**src/rtl/cnt_wrap_logger.sv**
```systemverilog
// ============================================================================
// cnt_wrap_logger
//
// Purpose:
//   Sits after the free-running counter stage. It samples the counter value and
//   its terminal-count flag on every clock and checks that each count step is
//   legal. A legal step either holds the value or increments it by one, with
//   wrap-around. Every rising edge of the terminal flag is logged as an indexed
//   record into a small FIFO. A monitor or display stage drains that FIFO
//   through a valid/ready interface.
//
// Ports:
//   clk        in   single clock, all state changes on posedge
//   rst_n      in   asynchronous active-low reset
//   cnt_i      in   [CNT_W-1:0] counter value from the upstream counter
//   done_i     in   terminal-count flag from upstream
//   rec_valid  out  head record available
//   rec_ready  in   consumer accepts the head record
//   rec_idx    out  [IDX_W-1:0] wrap index of the head record
//   rec_err    out  sequence error seen since the previous logged record
//   ovf        out  sticky, a record was dropped because the FIFO was full
//   seq_err    out  sticky, an illegal count step was seen
// ============================================================================
module cnt_wrap_logger #(
    parameter int CNT_W = 3,
    parameter int IDX_W = 8,
    parameter int DEPTH = 4
) (
    input  logic             clk,
    input  logic             rst_n,
    input  logic [CNT_W-1:0] cnt_i,
    input  logic             done_i,
    output logic             rec_valid,
    input  logic             rec_ready,
    output logic [IDX_W-1:0] rec_idx,
    output logic             rec_err,
    output logic             ovf,
    output logic             seq_err
);

    localparam int AW = (DEPTH > 1) ? $clog2(DEPTH) : 1;
    localparam logic [AW:0] FULL_COUNT = (AW+1)'(DEPTH);

    logic [CNT_W-1:0] prev_cnt;
    logic             prev_done;
    logic             primed;
    logic [IDX_W-1:0] wrap_idx;
    logic             pending_err;
    logic             seq_err_q;
    logic             ovf_q;

    logic [IDX_W-1:0] idx_mem [DEPTH];
    logic             err_mem [DEPTH];
    logic [AW-1:0]    wr_ptr;
    logic [AW-1:0]    rd_ptr;
    logic [AW:0]      count;

    logic [CNT_W-1:0] cnt_inc;
    logic             err_now;
    logic             wrap_event;
    logic             rec_err_in;
    logic             fifo_full;
    logic             pop;
    logic             push_ok;
    logic             drop;
    logic             pending_err_nxt;

    // Step checking, event detection and FIFO handshake decisions.
    // Pop is evaluated first, so a push into a full FIFO succeeds when the
    // head leaves on the same edge. A dropped record keeps its error pending,
    // which lets the next record that is actually stored report it.
    always_comb begin
        cnt_inc         = prev_cnt + CNT_W'(1);
        err_now         = primed & (cnt_i != prev_cnt) & (cnt_i != cnt_inc);
        wrap_event      = primed & done_i & ~prev_done;
        rec_err_in      = pending_err | err_now;
        fifo_full       = (count == FULL_COUNT);
        pop             = rec_valid & rec_ready;
        push_ok         = wrap_event & (~fifo_full | pop);
        drop            = wrap_event & fifo_full & ~pop;
        pending_err_nxt = pending_err | err_now;
        if (push_ok) begin
            pending_err_nxt = 1'b0;
        end
    end

    // Input sampling, wrap index and sticky status flags.
    always_ff @(posedge clk or negedge rst_n) begin
        if (!rst_n) begin
            prev_cnt    <= '0;
            prev_done   <= 1'b0;
            primed      <= 1'b0;
            wrap_idx    <= '0;
            pending_err <= 1'b0;
            seq_err_q   <= 1'b0;
            ovf_q       <= 1'b0;
        end else begin
            prev_cnt    <= cnt_i;
            prev_done   <= done_i;
            primed      <= 1'b1;
            pending_err <= pending_err_nxt;
            seq_err_q   <= seq_err_q | err_now;
            ovf_q       <= ovf_q | drop;
            // The index advances even on a drop. The consumer then sees a
            // gap in the indices that marks the lost records.
            if (wrap_event) begin
                wrap_idx <= wrap_idx + IDX_W'(1);
            end
        end
    end

    // FIFO storage and pointers. The storage is cleared on reset so the head
    // outputs read zero, and are X-free, before the first record arrives.
    always_ff @(posedge clk or negedge rst_n) begin
        if (!rst_n) begin
            for (int i = 0; i < DEPTH; i++) begin
                idx_mem[i] <= '0;
                err_mem[i] <= 1'b0;
            end
            wr_ptr <= '0;
            rd_ptr <= '0;
            count  <= '0;
        end else begin
            if (push_ok) begin
                idx_mem[wr_ptr] <= wrap_idx;
                err_mem[wr_ptr] <= rec_err_in;
                wr_ptr          <= wr_ptr + AW'(1);
            end
            if (pop) begin
                rd_ptr <= rd_ptr + AW'(1);
            end
            case ({push_ok, pop})
                2'b10:   count <= count + (AW+1)'(1);
                2'b01:   count <= count - (AW+1)'(1);
                default: count <= count;
            endcase
        end
    end

    assign rec_valid = (count != '0);
    assign rec_idx   = idx_mem[rd_ptr];
    assign rec_err   = err_mem[rd_ptr];
    assign ovf       = ovf_q;
    assign seq_err   = seq_err_q;

endmodule

```
**config.mk**
```make
export PLATFORM = sky130hd
export DESIGN_NAME = cnt_wrap_logger
export DESIGN_NICKNAME = d
export VERILOG_FILES = /design/src/rtl/cnt_wrap_logger.sv
export SDC_FILE = /design/constraint.sdc
export NUM_CORES = 1
export LEC_CHECK = 0
export CELL_PAD_IN_SITES_DETAIL_PLACEMENT = 1
export CELL_PAD_IN_SITES_GLOBAL_PLACEMENT = 1
export CORE_ASPECT_RATIO = 0.75
export CORE_MARGIN = 8
export CORE_UTILIZATION = 44
export CTS_CLUSTER_DIAMETER = 80
export DETAILED_ROUTE_END_ITERATION = 8
export GPL_TIMING_DRIVEN = 0
export PLACE_DENSITY_LB_ADDON = 0.3
export SETUP_SLACK_MARGIN = 0.1
export SLEW_MARGIN = 30
export SYNTH_ARGS = -nofsm -noshare
export SYNTH_HDL_FRONTEND = slang
export SYNTH_SLANG_ARGS = --single-unit
```
**constraint.sdc**
```tcl
create_clock -name clk -period 2.2 [get_ports clk]
set_clock_uncertainty 0.2 [all_clocks]
set_input_delay 0.44 -clock clk [delete_from_list [all_inputs] [get_ports clk]]
set_output_delay 0.44 -clock clk [all_outputs]
set_load 0.02 [all_outputs]
```
# Word level (Yosys, flattened, before mapping)
# Cells that the tools add are included.
dict set report op_classes {
  order_cmp 3
  n_eq_ne 5
  shift 0
  multipliers 0
  reduce_logical 3
  bitwise_logic 17
  n_div 0
  add_sub_neg 6
  n_mux 14
}
# operator n
set op_table {}
lappend op_table {{bitwise mux 32 bit} 1}
lappend op_table {{two-way mux 8 bit} 3}
lappend op_table {{binary-select mux 8 bit (select 2 bit)} 1}
lappend op_table {{demux 8 bit (select 2 bit)} 1}
lappend op_table {{adder 8 x 1 -> 8 bit, second input constant} 1}
lappend op_table {{AND 1 bit} 8}
lappend op_table {{adder 3 x 1 -> 3 bit, second input constant} 2}
lappend op_table {{greater-or-equal comparator 3 bit, second input constant} 2}
lappend op_table {{inequality test 3 bit} 2}
lappend op_table {{NOT 2 -> 3 bit} 2}
lappend op_table {{case mux 3 bit (2 select lines)} 1}
lappend op_table {{adder 2 x 1 -> 2 bit, second input constant} 2}
lappend op_table {{bitwise mux 4 bit} 1}
lappend op_table {{two-way mux 1 bit} 4}
lappend op_table {{OR 1 bit} 4}
lappend op_table {{== test 3 bit, second input constant} 1}
lappend op_table {{less-than comparator 3 x 1 -> 1 bit, second input constant} 1}
lappend op_table {{NOT 1 bit} 3}
lappend op_table {{nonzero test 3 bit} 1}
lappend op_table {{subtractor 3 x 1 -> 3 bit, second input constant} 1}
lappend op_table {{binary-select mux 1 bit (select 2 bit)} 1}
lappend op_table {{demux 1 bit (select 2 bit)} 1}
lappend op_table {{== test 2 x 1 -> 1 bit, second input constant} 1}
lappend op_table {{== test 2 bit, second input constant} 1}
lappend op_table {{2 further kinds} 2}
dict set report word_totals {
  memories 0
  input_bits 7
  elab_cells 66
  mem_bits_rw 0
  out_inout_bits 12
  latchBits 0
  romBits 0
  register_bits 59
}

# Longest topological paths before layout
# Gate-level depths: netlist of the first run.
dict set report logic_depth {
  depth_word 6
  mapped_depth 9
  mapped_depth_nobuf 9
}

# Least setup slack after synthesis of the first run
# No wires, ideal clock.
dict set report synth_path {
  path_kind {flip-flop to flip-flop}
  start {reg count[0]}
  end {reg count[2]}
  path_buffers 0
  path_stages_with_launch 10
  setup_time_ps 79
  t_required_ps 1921
  synth_period_minus_slack_ps 2219
  slack_ps -19
  arrival_ps 1940
  path_cell_list {dfrtp_1 > nor4b_4 > nor2_8 > inv_1 > ha_1 > inv_1 > fa_1 > xor2_1 > nor2_1 > xor2_1}
}
dict set report synth_between {
  elab_chain_len 6
  elab_cells_between_ends 12
  classes_between {2 x add/sub; 3 x eq/ne; 1 x mux; 4 x bitwise; 2 x reduce/logical}
}
# element line
set synth_rtl {}
lappend synth_rtl {{start: declaration} 56} ;# logic [AW:0] count;
lappend synth_rtl {{start signal: assignment} 133} ;# 2'b10: count <= count + (AW+1)'(1);
lappend synth_rtl {{start signal: assignment} 134} ;# 2'b01: count <= count - (AW+1)'(1);
lappend synth_rtl {{start signal: assignment} 135} ;# default: count <= count;
lappend synth_rtl {{nonzero test 3 bit / == test 3 bit (equally long branches)} {140, 77}}
lappend synth_rtl {{AND 1 bit / NOT 1 bit (equally long branches)} {78, 79}}
lappend synth_rtl {{OR 1 bit} 79} ;# push_ok = wrap_event & (~fifo_full | pop);
lappend synth_rtl {{AND 1 bit} 79}
lappend synth_rtl {{== test 2 x 1 -> 1 bit / == test 2 bit (equally long branches)} 132} ;# case ({push_ok, pop})
lappend synth_rtl {{case mux 3 bit (2 select lines) / nonzero test 2 bit (equally long branches)} -}
# Parallel ways exist; a longest one is shown, timed or not.
# A chain may end at the register's enable or synchronous reset.

# Worst setup path in the final report of the first run
dict set report layout_path {
  start {reg rd_ptr[0]}
  end {out rec_idx[1]}
}
dict set report layout_between {
  elab_chain_len 4
}
# element line
set layout_rtl {}
lappend layout_rtl {{start: declaration} 55} ;# logic [AW-1:0] rd_ptr;
lappend layout_rtl {{start signal: assignment} 130} ;# rd_ptr <= rd_ptr + AW'(1);
lappend layout_rtl {{NOT 2 -> 3 bit (implied by the code)} 141} ;# assign rec_idx = idx_mem[rd_ptr];
lappend layout_rtl {{binary-select mux 8 bit (select 2 bit)} 141}
lappend layout_rtl {{two-way mux 8 bit (implied by the code) (2 in a row)} 141}
lappend layout_rtl {{end: declaration} 35} ;# output logic [IDX_W-1:0] rec_idx,
# No other way between the ends. The select of a mux whose other input is x is not followed.

==> results of run 1 <==
power breakdown:
| part | switching (mW) | total, mW | leakage [nW] | internal, mW |
|---|---|---|---|---|
| Clock | 0.390 | 1.01 | 0.104 | 0.618 |
| Sequential | 0.304 | 1.68 | 0.751 | 1.38 |
| Combinational | 0.634 | 1.46 | 0.740 | 0.825 |
| Total | 1.33 | 4.15 | 1.60 | 2.82 |
worst max-delay path by stage:
stage	from	end	slack (ns)	cells past startpoint
floorplan	rec_ready	count[2]	0.02	9
global placement	rst_n	idx_mem[31]	-1.17	1
detailed placement	rec_ready	count[2]	-0.65	10
CTS	rd_ptr[0]	rec_idx[0]	-0.11	4
global route	rd_ptr[0]	rec_idx[1]	-0.09	3
finish	rd_ptr[0]	rec_idx[1]	-0.02	3
area by class of cell:
type	count	area, um^2	area share
clock inverter	1	30.0	0.00904
sequential	59	1480	0.446
multi-input combinational	109	1170	0.353
buffer	1	20.0	0.00603
clock buffer	15	176	0.0531
timing repair buffer	31	318	0.0957
inverter	7	26.3	0.00791
tap	78	97.6	0.0294
state kept, by name, indices dropped and copies added, names as in the netlist:
signal,flops
wr_ptr,2
idx_mem,32
err_mem,4
wrap_idx,8
primed,1
prev_cnt,3
rd_ptr,2
prev_done,1
pending_err,1
count,3
ovf,1
seq_err,1
Yosys cell counts, types with 2 or more instances:
cell	instances
mux2_2	30
dfrtp_1	59
mux2_1	6
nor2_1	5
xnor2_1	11
ha_1	7
mux4_2	9
nand2b_1	2
nand2_1	8
xor2_1	6
nand2_4	4
inv_1	7
nand3_1	5
layer usage:
layer | part of all wire | track usage | vias to the layer above
met5 | 0 | 0 | -
met1 | 0.43 | 0.171 | 801
met4 | 0.022 | 0.0726 | 0
li1 | - | - | 704
met2 | 0.52 | 0.261 | 28
met3 | 0.032 | 0.0471 | 15
stage by stage:
step / power [mW] / area, um^2 / instances / util / setup WS, ns
floorplan: 2.43 / 2680 / 177 / - / 0.0218
global placement: 2.78 / 2960 / 273 / 0.508 / -1.17
detailed placement: 2.94 / 2980 / 274 / 0.512 / -0.650
CTS: 4.24 / 3330 / 299 / 0.571 / -0.108
global route: 4.40 / 3320 / 301 / 0.570 / -0.0930
finish: 4.15 / 3320 / 301 / 0.570 / -0.0230
logic make-up (layout without fill, tap and decap cells):
family                     count (synthesis)  count (layout)  share of synthesized area
other                                      1               1                    0.00141
muxes                                     46              46                      0.232
adders and majority gates                  8               8                     0.0404
xor gates and xnor gates                  18              18                     0.0621
DFF                                       59              59                      0.555
buffers and inverters                      9              55                     0.0132
AOI/OAI and AO/OA                          6               6                     0.0160
and+or+nand+nor                           30              30                     0.0799
timing repair:
action / 4_1_cts / 5_1_grt
gates cloned: 1 / 0
setup endpoints to repair: 12 / 12
pin swaps: 5 / 1
hold buffers: 1 / 0
hold endpoints to repair: 11 / 0
resized for setup: 70 / 2
buffers inserted: 8 / 3
worst reg2reg max path, delay by kind of cell (launching register included):
family / cells / cell delay (ns)
flip-flops: 1 / 0.41
adder cells (fa/ha/maj): 2 / 0.47
buffers and inverters: 3 / 0.28
XOR/XNOR: 2 / 0.33
AND/OR/NAND/NOR: 3 / 0.44
==> run metrics, run 1 <==
pin count of the biggest net entering global routing 49; clock sink count 59; most frequent cells in the layout dfrtp_1 (56), mux2_2 (30), clkbuf_8 (12); Yosys top cell area share 0.555; violated checks setup timing; routed wire length 6180 um; r2r setup slk -0.01 ns; Die ar. roughly 0.009 mm^2; initial antenna violation count 0; CTS tree yes; terminus of the critical flop-to-flop path count[2]; final setup TNS -0.0375 ns; clk_lat worst skew 0.33 ns; Final WS setup -0.0230 ns; Mapped Cells 177; Worst Reg-to-Reg Cells 10; Buf+Inv Stages, Crit Path 2; total CTS buffers 9; P per Cell Area 1250 mW/mm^2; GRT Overall Usage 0.153; total grt overflow 0; share of cells above drive strength 1 0.417; largest cells by area after synthesis dfrtp_1 (55%), mux2_2 (13%), mux4_2 (7.6%); DPL Wire Length between 4000 and 5000 um; filler cell count 565; RSZ-0062 raised after global routing yes; slowest stage delay, CP between 0.5 and 0.6 ns; Final ANT Viol Nets 0; library cells used by synthesis 31; Hold Crit Start done_i; core area about 0.0058 mm^2; hold path endpoint prev_done; Synth area leader dfrtp_1; Root Buffer clkbuf_8; vias in the first global route 1851; Mapped Area 0.00266 mm^2; CP Max Fanout 5; synthesized area per cell approximately 15 um^2; Tcrit/Tclk final 1.01; Vias/cell 5.14; Hold Path Stages 1; crit start category flop; Post-synth EDFFs 0; commonest non-fill, non-tap cell in the layout dfrtp_1; Port-buffer cells 18; critical path type reg2out; required time of the worst setup path 1.56 ns; Final min period 2.22 ns; status finished, violations left; IO Count 19; WP data arrival between 1.5 and 2 ns; Crit. End Element output port; row count 24; hold slack between 0.2 and 0.3 ns; sequential area share after synthesis 0.555; Seq cells post-synth 59; Synth warnings 0; Ant. Diodes 0; Peak supply drop 0.820 mV; Pins Over Slew Limit 0; DRT Pass-1 Iters 4; reg-to-reg startpoint count[1]; Starting Density 0.457; DR iter-0 viols 54; die width 106 um; Post-route DRC 0; htree depth 3; Syn Nets 192; mean routed wirelength per cell 20.5 um; Max stage delay cell, worst path mux4_2; DIE HEIGHT between 80 and 90 um; max cap viols 0; final-report setup violation count 5; Fmax between 400 and 500 MHz; Layout area overhead 24.8%; commonest register cell after synthesis dfrtp_1; # nets final 233; Worst-path clk slew 0.06 ns; cell class contributing the biggest share of worst-path delay multiplexers; CTS max path bufs 2; Lkg Pwr 1.60 nW; Final Hold Vio Count 0; GPL Wtd Cong 0.710; crit-path cells buf_12 > mux4_2 > buf_6; first-pass GRT wire length approximately 10000 um; async set-or-reset flop fraction in the synthesized netlist 1.00; worst min path class in2reg; Via Count approximately 1500
Power figures use the tool's default switching activity.
==> run 2, diff against run 1 <==
- ABC_AREA: not set -> 0
==> results of run 2 <==
No change in the layout: final DEF, timing and power equal those of run 1.
